--- src/rtl/uart_tx_pkg.sv ---
// Shared UART transmitter definitions: frame geometry, default baud divisor and FSM state type.
package common;

   localparam int NUM_DATA_BITS    = 8;
   localparam int BAUD_COUNT_CHECK = 868;

   typedef enum logic [1:0] {
      TX_IDLE,
      TX_START,
      TX_DATA,
      TX_STOP
   } uart_tx_state_type;

endpackage

--- src/rtl/uart_tx_fifo.sv ---
// Small synchronous FIFO holding bytes queued for the serializer.
module uart_tx_fifo #(
   parameter int WIDTH = 8,
   parameter int DEPTH = 4
) (
   input  logic                     clk,
   input  logic                     reset,
   input  logic                     push,
   input  logic [WIDTH-1:0]         wdata,
   input  logic                     pop,
   output logic [WIDTH-1:0]         rdata,
   output logic                     full,
   output logic                     empty,
   output logic [$clog2(DEPTH):0]   count
);

   localparam int AW = $clog2(DEPTH);
   localparam logic [AW:0] DEPTH_CNT = (AW + 1)'(DEPTH);

   logic [WIDTH-1:0] mem [DEPTH];
   logic [AW-1:0]    wr_ptr_q;
   logic [AW-1:0]    rd_ptr_q;
   logic [AW:0]      count_q;
   logic             do_push;
   logic             do_pop;

   assign full    = (count_q == DEPTH_CNT);
   assign empty   = (count_q == '0);
   assign count   = count_q;
   assign rdata   = mem[rd_ptr_q];
   // Requests against a full or empty buffer are dropped rather than corrupting state.
   assign do_push = push && !full;
   assign do_pop  = pop && !empty;

   always_ff @(posedge clk) begin
      if (reset) begin
         wr_ptr_q <= '0;
         rd_ptr_q <= '0;
         count_q  <= '0;
      end else begin
         if (do_push) wr_ptr_q <= wr_ptr_q + 1'b1;
         if (do_pop)  rd_ptr_q <= rd_ptr_q + 1'b1;
         if (do_push && !do_pop) begin
            count_q <= count_q + 1'b1;
         end else if (do_pop && !do_push) begin
            count_q <= count_q - 1'b1;
         end
      end
   end

   always_ff @(posedge clk) begin
      if (!reset && do_push) mem[wr_ptr_q] <= wdata;
   end

endmodule

--- src/rtl/uart_tx.sv ---
// Buffered 8N1 UART transmitter: byte FIFO feeding a start/data/stop serializer FSM.
module uart_tx
   import common::*;
#(
   parameter int CLKS_PER_BIT = BAUD_COUNT_CHECK,
   parameter int FIFO_DEPTH   = 4
) (
   input  logic                     clk,
   input  logic                     reset,
   input  logic [NUM_DATA_BITS-1:0] tx_data,
   input  logic                     tx_valid,
   output logic                     tx_ready,
   output logic                     tx,
   output logic                     busy
);

   localparam int CW = $clog2(CLKS_PER_BIT);
   localparam int IW = $clog2(NUM_DATA_BITS);
   localparam logic [CW-1:0] LAST_TICK = CW'(CLKS_PER_BIT - 1);
   localparam logic [IW-1:0] LAST_BIT  = IW'(NUM_DATA_BITS - 1);

   uart_tx_state_type          state_q, state_d;
   logic [CW-1:0]              bit_cnt_q, bit_cnt_d;
   logic [IW-1:0]              bit_idx_q, bit_idx_d;
   logic [NUM_DATA_BITS-1:0]   data_q, data_d;
   logic                       tx_q, tx_d;
   logic                       bit_done;

   logic [NUM_DATA_BITS-1:0]   fifo_rdata;
   logic                       fifo_full;
   logic                       fifo_empty;
   logic                       fifo_pop;
   logic [$clog2(FIFO_DEPTH):0] fifo_count;

   uart_tx_fifo #(
      .WIDTH (NUM_DATA_BITS),
      .DEPTH (FIFO_DEPTH)
   ) u_fifo (
      .clk   (clk),
      .reset (reset),
      .push  (tx_valid),
      .wdata (tx_data),
      .pop   (fifo_pop),
      .rdata (fifo_rdata),
      .full  (fifo_full),
      .empty (fifo_empty),
      .count (fifo_count)
   );

   assign tx_ready = !fifo_full;
   assign tx       = tx_q;
   assign busy     = (state_q != TX_IDLE) || (fifo_count != '0);
   assign bit_done = (bit_cnt_q == LAST_TICK);

   always_comb begin
      state_d   = state_q;
      bit_cnt_d = bit_cnt_q + 1'b1;
      bit_idx_d = bit_idx_q;
      data_d    = data_q;
      fifo_pop  = 1'b0;
      unique case (state_q)
         TX_IDLE: begin
            bit_cnt_d = '0;
            if (!fifo_empty) begin
               fifo_pop = 1'b1;
               data_d   = fifo_rdata;
               state_d  = TX_START;
            end
         end
         TX_START: begin
            if (bit_done) begin
               bit_cnt_d = '0;
               bit_idx_d = '0;
               state_d   = TX_DATA;
            end
         end
         TX_DATA: begin
            if (bit_done) begin
               bit_cnt_d = '0;
               if (bit_idx_q == LAST_BIT) begin
                  state_d = TX_STOP;
               end else begin
                  bit_idx_d = bit_idx_q + 1'b1;
               end
            end
         end
         TX_STOP: begin
            // Chain straight into the next frame when a byte is waiting.
            if (bit_done) begin
               bit_cnt_d = '0;
               if (!fifo_empty) begin
                  fifo_pop = 1'b1;
                  data_d   = fifo_rdata;
                  state_d  = TX_START;
               end else begin
                  state_d = TX_IDLE;
               end
            end
         end
         default: state_d = TX_IDLE;
      endcase
   end

   // Line level is registered from the current state, so it trails the FSM by one cycle.
   always_comb begin
      unique case (state_q)
         TX_START: tx_d = 1'b0;
         TX_DATA:  tx_d = data_q[bit_idx_q];
         default:  tx_d = 1'b1;
      endcase
   end

   always_ff @(posedge clk) begin
      if (reset) begin
         state_q   <= TX_IDLE;
         bit_cnt_q <= '0;
         bit_idx_q <= '0;
         data_q    <= '0;
         tx_q      <= 1'b1;
      end else begin
         state_q   <= state_d;
         bit_cnt_q <= bit_cnt_d;
         bit_idx_q <= bit_idx_d;
         data_q    <= data_d;
         tx_q      <= tx_d;
      end
   end

endmodule

--- config.mk ---
export PLATFORM = sky130hd
export DESIGN_NAME = uart_tx
export DESIGN_NICKNAME = d
export VERILOG_FILES = /design/src/rtl/uart_tx_pkg.sv /design/src/rtl/uart_tx_fifo.sv /design/src/rtl/uart_tx.sv
export SDC_FILE = /design/constraint.sdc
export NUM_CORES = 1
export LEC_CHECK = 0
export ABC_AREA = 1
export BUFFER_PORTS_ARGS = -buffer_cell sky130_fd_sc_hd__buf_2
export CAP_MARGIN = 0
export CORE_MARGIN = 3
export CORE_UTILIZATION = 54
export DETAILED_ROUTE_END_ITERATION = 8
export PLACE_DENSITY_LB_ADDON = 0.1
export SETUP_SLACK_MARGIN = 0.1
export SYNTH_ARGS = -nofsm -noshare
export SYNTH_HDL_FRONTEND = slang
export SYNTH_SLANG_ARGS = --single-unit
--- constraint.sdc ---
create_clock -name clk -period 2.2 [get_ports clk]
set_input_delay 0.22 -clock clk [delete_from_list [all_inputs] [get_ports clk]]
set_output_delay 0.22 -clock clk [all_outputs]
set_load 0.05 [all_outputs]
==> reports/results.ini <==
[layout]
nFillCells=434
areaGrowthSynthToFinish_pct=14.9
layout-drive-gt1-share=0.201
fin_area_um2=3380
diodes=0
layout.nets=380

[timing]
timing.final.crit_period_ns=2.00
whs_ns=0.0885
fin_setup_tns_ns=0
hold_viol=0
finalSetupViolations=0
rsz0062_at_grt=no
period_share=0.908
slew_viol_final=0
worstMarginPinSlew_ns=0.508
relSlewSlack=0.661
fin_worst_skew_ns=0.00687
max_freq_ghz=0.501

[power]
peakVddDrop_v=0.000717
leakagePower_nw=1.28
pwr_density_cell_nw_per_um2=1130

[route]
vias=2148
via_per_inst=5.01
ant_nets=0
firstDrtPassIters=5
wirelength_mm=5.27
drc_errors=0
post_drt_wl_per_cell_um=12.3
drtIter0Drc=117

[yosys]
synth_area_um2=2950
syn_nets=348
syn_avg_cell_area_um2=9.12
synth_cells=323
yosysUniqueCellTypes=33
ys_ff_latch=65
yosysWarningCount=0
yosysSeqAreaShare=0.551

[critical_path]
arrival_ns=2.22
critPathRequiredTime_ns=2.42
reg2reg_setup_slack_ns=0.20
cp-end-kind=register
crit_type=register to register
rr_startpoint=bit_cnt_q[0]$_SDFF_PP0_
reg2reg_to=u_fifo.count[2]$_SDFFE_PP0P_
worstPathMaxFanout=3
reg2reg_depth=13
start_kind=register

[global_route]
grt.busiest_layer=met2
grt_pass1_wl_mm=8.94
use_met2=0.302
grt_pass1_vias=1990
grt_max_degree=17
grt_usage=0.185
antenna_found_initial=0
gr-usage-met3=0.0745
grt_remaining_overflow=0
met1_usage=0.222

[min_path]
worst_hold_path_type=input port to register
min-delay-start=tx_data[6]
whs_path_depth=1
min_to=u_fifo.mem[0][6]$_DFFE_PP_

[cts]
path_clk_slew_ns=0.08
cts_max_path_buffers=2
hold_buffers=0
clk_latency_ns=0.34
cts_root_buffer=clkbuf_8
cts_buffers=9
htreeDepth=3
cts_tree=done
cts.sinks=65

[placed_design]
dp_hpwl_mm=3.63
post_dp_cell_area_um2=3130
gp_congestion=0.833
io_buffer_count=13

[floorplanning]
ios=14
design.die.area_um2=6380
initial_core_util=0.566
die_w_um=79.9
num_rows=26
die_h_um=79.9
core-area_um2=5200

[run]
maxCapViolations=0

[run_status]
status=complete, no violations

-- power breakdown --
part	switching, mW	internal (mW)
clock	0.470	0.405
combinational	0.818	0.513
sequential	0.136	1.47
total	1.42	2.39
-- cell usage after synthesis --
cell type  count  area, um^2
nand3_2        2        20.0
inv_2          1        3.75
o22ai_1        1        6.26
nor2_1        59         221
edfxtp_1      32         961
a21oi_2        1        8.76
nor2_4         1        11.3
nand3_1       18        90.1
o21bai_1       1        7.51
nand2_2        3        18.8
clkbuf_1       1        3.75
clkinv_4       1        8.76
a31oi_4        1        21.3
buf_4          2        15.0
o21ai_0       37         185
o21ai_1        4        20.0
buf_2          4        20.0
fa_1           1        20.0
nor3_1         2        10.0
nand4_1        4        25.0
a31oi_1        1        6.26
nand2_4        1        11.3
a21oi_1       16        80.1
ha_1          13         163
o211ai_1       1        7.51
xnor2_1        1        8.76
dfxtp_1       33         661
inv_1         36         135
or2_2          2        12.5
nand2_1       37         139
nor2_2         3        18.8
xor2_1         2        17.5
nor3b_1        1        7.51
-- metrics by stage --
| step | worst slack, ns | utilization | power (mW) | instances |
|---|---|---|---|---|
| 6_report | 0.203 | 0.650 | 3.81 | 429 |
| 5_1_grt | 0.0874 | 0.650 | 4.12 | 429 |
| 4_1_cts | 0.113 | 0.636 | 3.75 | 423 |
| 3_5_place_dp | 0.0205 | 0.602 | 2.86 | 408 |
| 3_3_place_gp | 0.0792 | 0.602 | 2.83 | 408 |
| 2_1_floorplan | 0.104 | - | 2.56 | 323 |
-- worst max path at each step --
stage                             from                            to  cells after the start
2_1_floorplan  state_q[0]$_SDFFE_PP0P_  u_fifo.count[1]$_SDFFE_PP0P_                      9
5_1_grt        bit_cnt_q[0]$_SDFF_PP0_  u_fifo.count[2]$_SDFFE_PP0P_                     13
4_1_cts        bit_cnt_q[0]$_SDFF_PP0_  u_fifo.count[2]$_SDFFE_PP0P_                     13
3_3_place_gp   bit_cnt_q[0]$_SDFF_PP0_  u_fifo.count[2]$_SDFFE_PP0P_                     13
6_report       bit_cnt_q[0]$_SDFF_PP0_  u_fifo.count[2]$_SDFFE_PP0P_                     13
3_5_place_dp   bit_cnt_q[0]$_SDFF_PP0_  u_fifo.count[2]$_SDFFE_PP0P_                     13
-- critical path, cell delays in order, from the launching register on --
cell	delay [ns]
dfxtp_4	0.35
ha_2	0.19
nand2_2	0.09
nor2_4	0.05
nand3_1	0.09
nand2_2	0.08
nand2_2	0.07
ha_2	0.17
inv_2	0.04
fa_2	0.33
a21oi_1	0.14
o21ai_1	0.09
o21ai_1	0.14
a21oi_1	0.05
-- layer usage --
layer  wire length [um]  up-vias
met5                  0        -
met4                 69        0
met3                215        8
met2               2560       34
met1               2430      967
li1                   -     1139
-- placed cells by master (no fill, tap or decap), types with 2 or more instances in the layout --
| cell type | synthesis | final |
|---|---|---|
| nand2_1 | 37 | 34 |
| inv_2 | 1 | 2 |
| inv_1 | 36 | 35 |
| ha_2 | 0 | 2 |
| dfxtp_2 | 0 | 2 |
| edfxtp_1 | 32 | 32 |
| xor2_1 | 2 | 2 |
| nand2_2 | 3 | 6 |
| dfxtp_1 | 33 | 30 |
| clkbuf_8 | 0 | 9 |
| nand3_2 | 2 | 3 |
| a21oi_1 | 16 | 16 |
| clkinvlp_4 | 0 | 2 |
| clkinv_4 | 1 | 4 |
| buf_4 | 2 | 15 |
| buf_2 | 4 | 13 |
| nor2_1 | 59 | 59 |
| ha_1 | 13 | 10 |
| or2_2 | 2 | 2 |
| nand4_1 | 4 | 4 |
| nand3_1 | 18 | 17 |
| nor2_2 | 3 | 3 |
| nor3_1 | 2 | 2 |
| o21ai_1 | 4 | 6 |
| o21ai_0 | 37 | 34 |
-- final cells by class --
type / count / area, um^2 / area share
Inverter: 38 / 148 / 0.0436
Tap cell: 70 / 87.6 / 0.0259
Timing Repair Buffer: 28 / 178 / 0.0525
Clock buffer: 9 / 124 / 0.0366
Sequential cell: 65 / 1630 / 0.481
Clock inverter: 6 / 46.3 / 0.0137
Multi-Input combinational cell: 213 / 1170 / 0.347
-- sequential cells by signal, indices dropped and copies added (netlist names), named ones only --
register,count
bit_cnt_q,10
state_q,2
u_fifo.rd_ptr_q,2
bit_idx_q,3
u_fifo.mem,32
data_q,8
u_fifo.count,3
u_fifo.wr_ptr_q,2
tx,1
-- repair_timing --
action                                  CTS  global route
gates resized for setup                   5            11
pin swaps                                 0             4
endpoints found under the setup margin    2             2
gates cloned                              0             0
setup buffers                             0             6
hold endpoints to repair                  0             0
-- kinds of logic (layout without fill, tap and decap cells) --
| kind of cell | Yosys count | after routing | share of synthesized area |
|---|---|---|---|
| fa+ha+maj | 14 | 14 | 0.0620 |
| compound gates | 63 | 63 | 0.116 |
| buf+inv | 45 | 81 | 0.0633 |
| xor+xnor | 3 | 3 | 0.00892 |
| flops | 65 | 65 | 0.551 |
| simple gates | 133 | 133 | 0.199 |
Power figures use the tool's default switching activity.
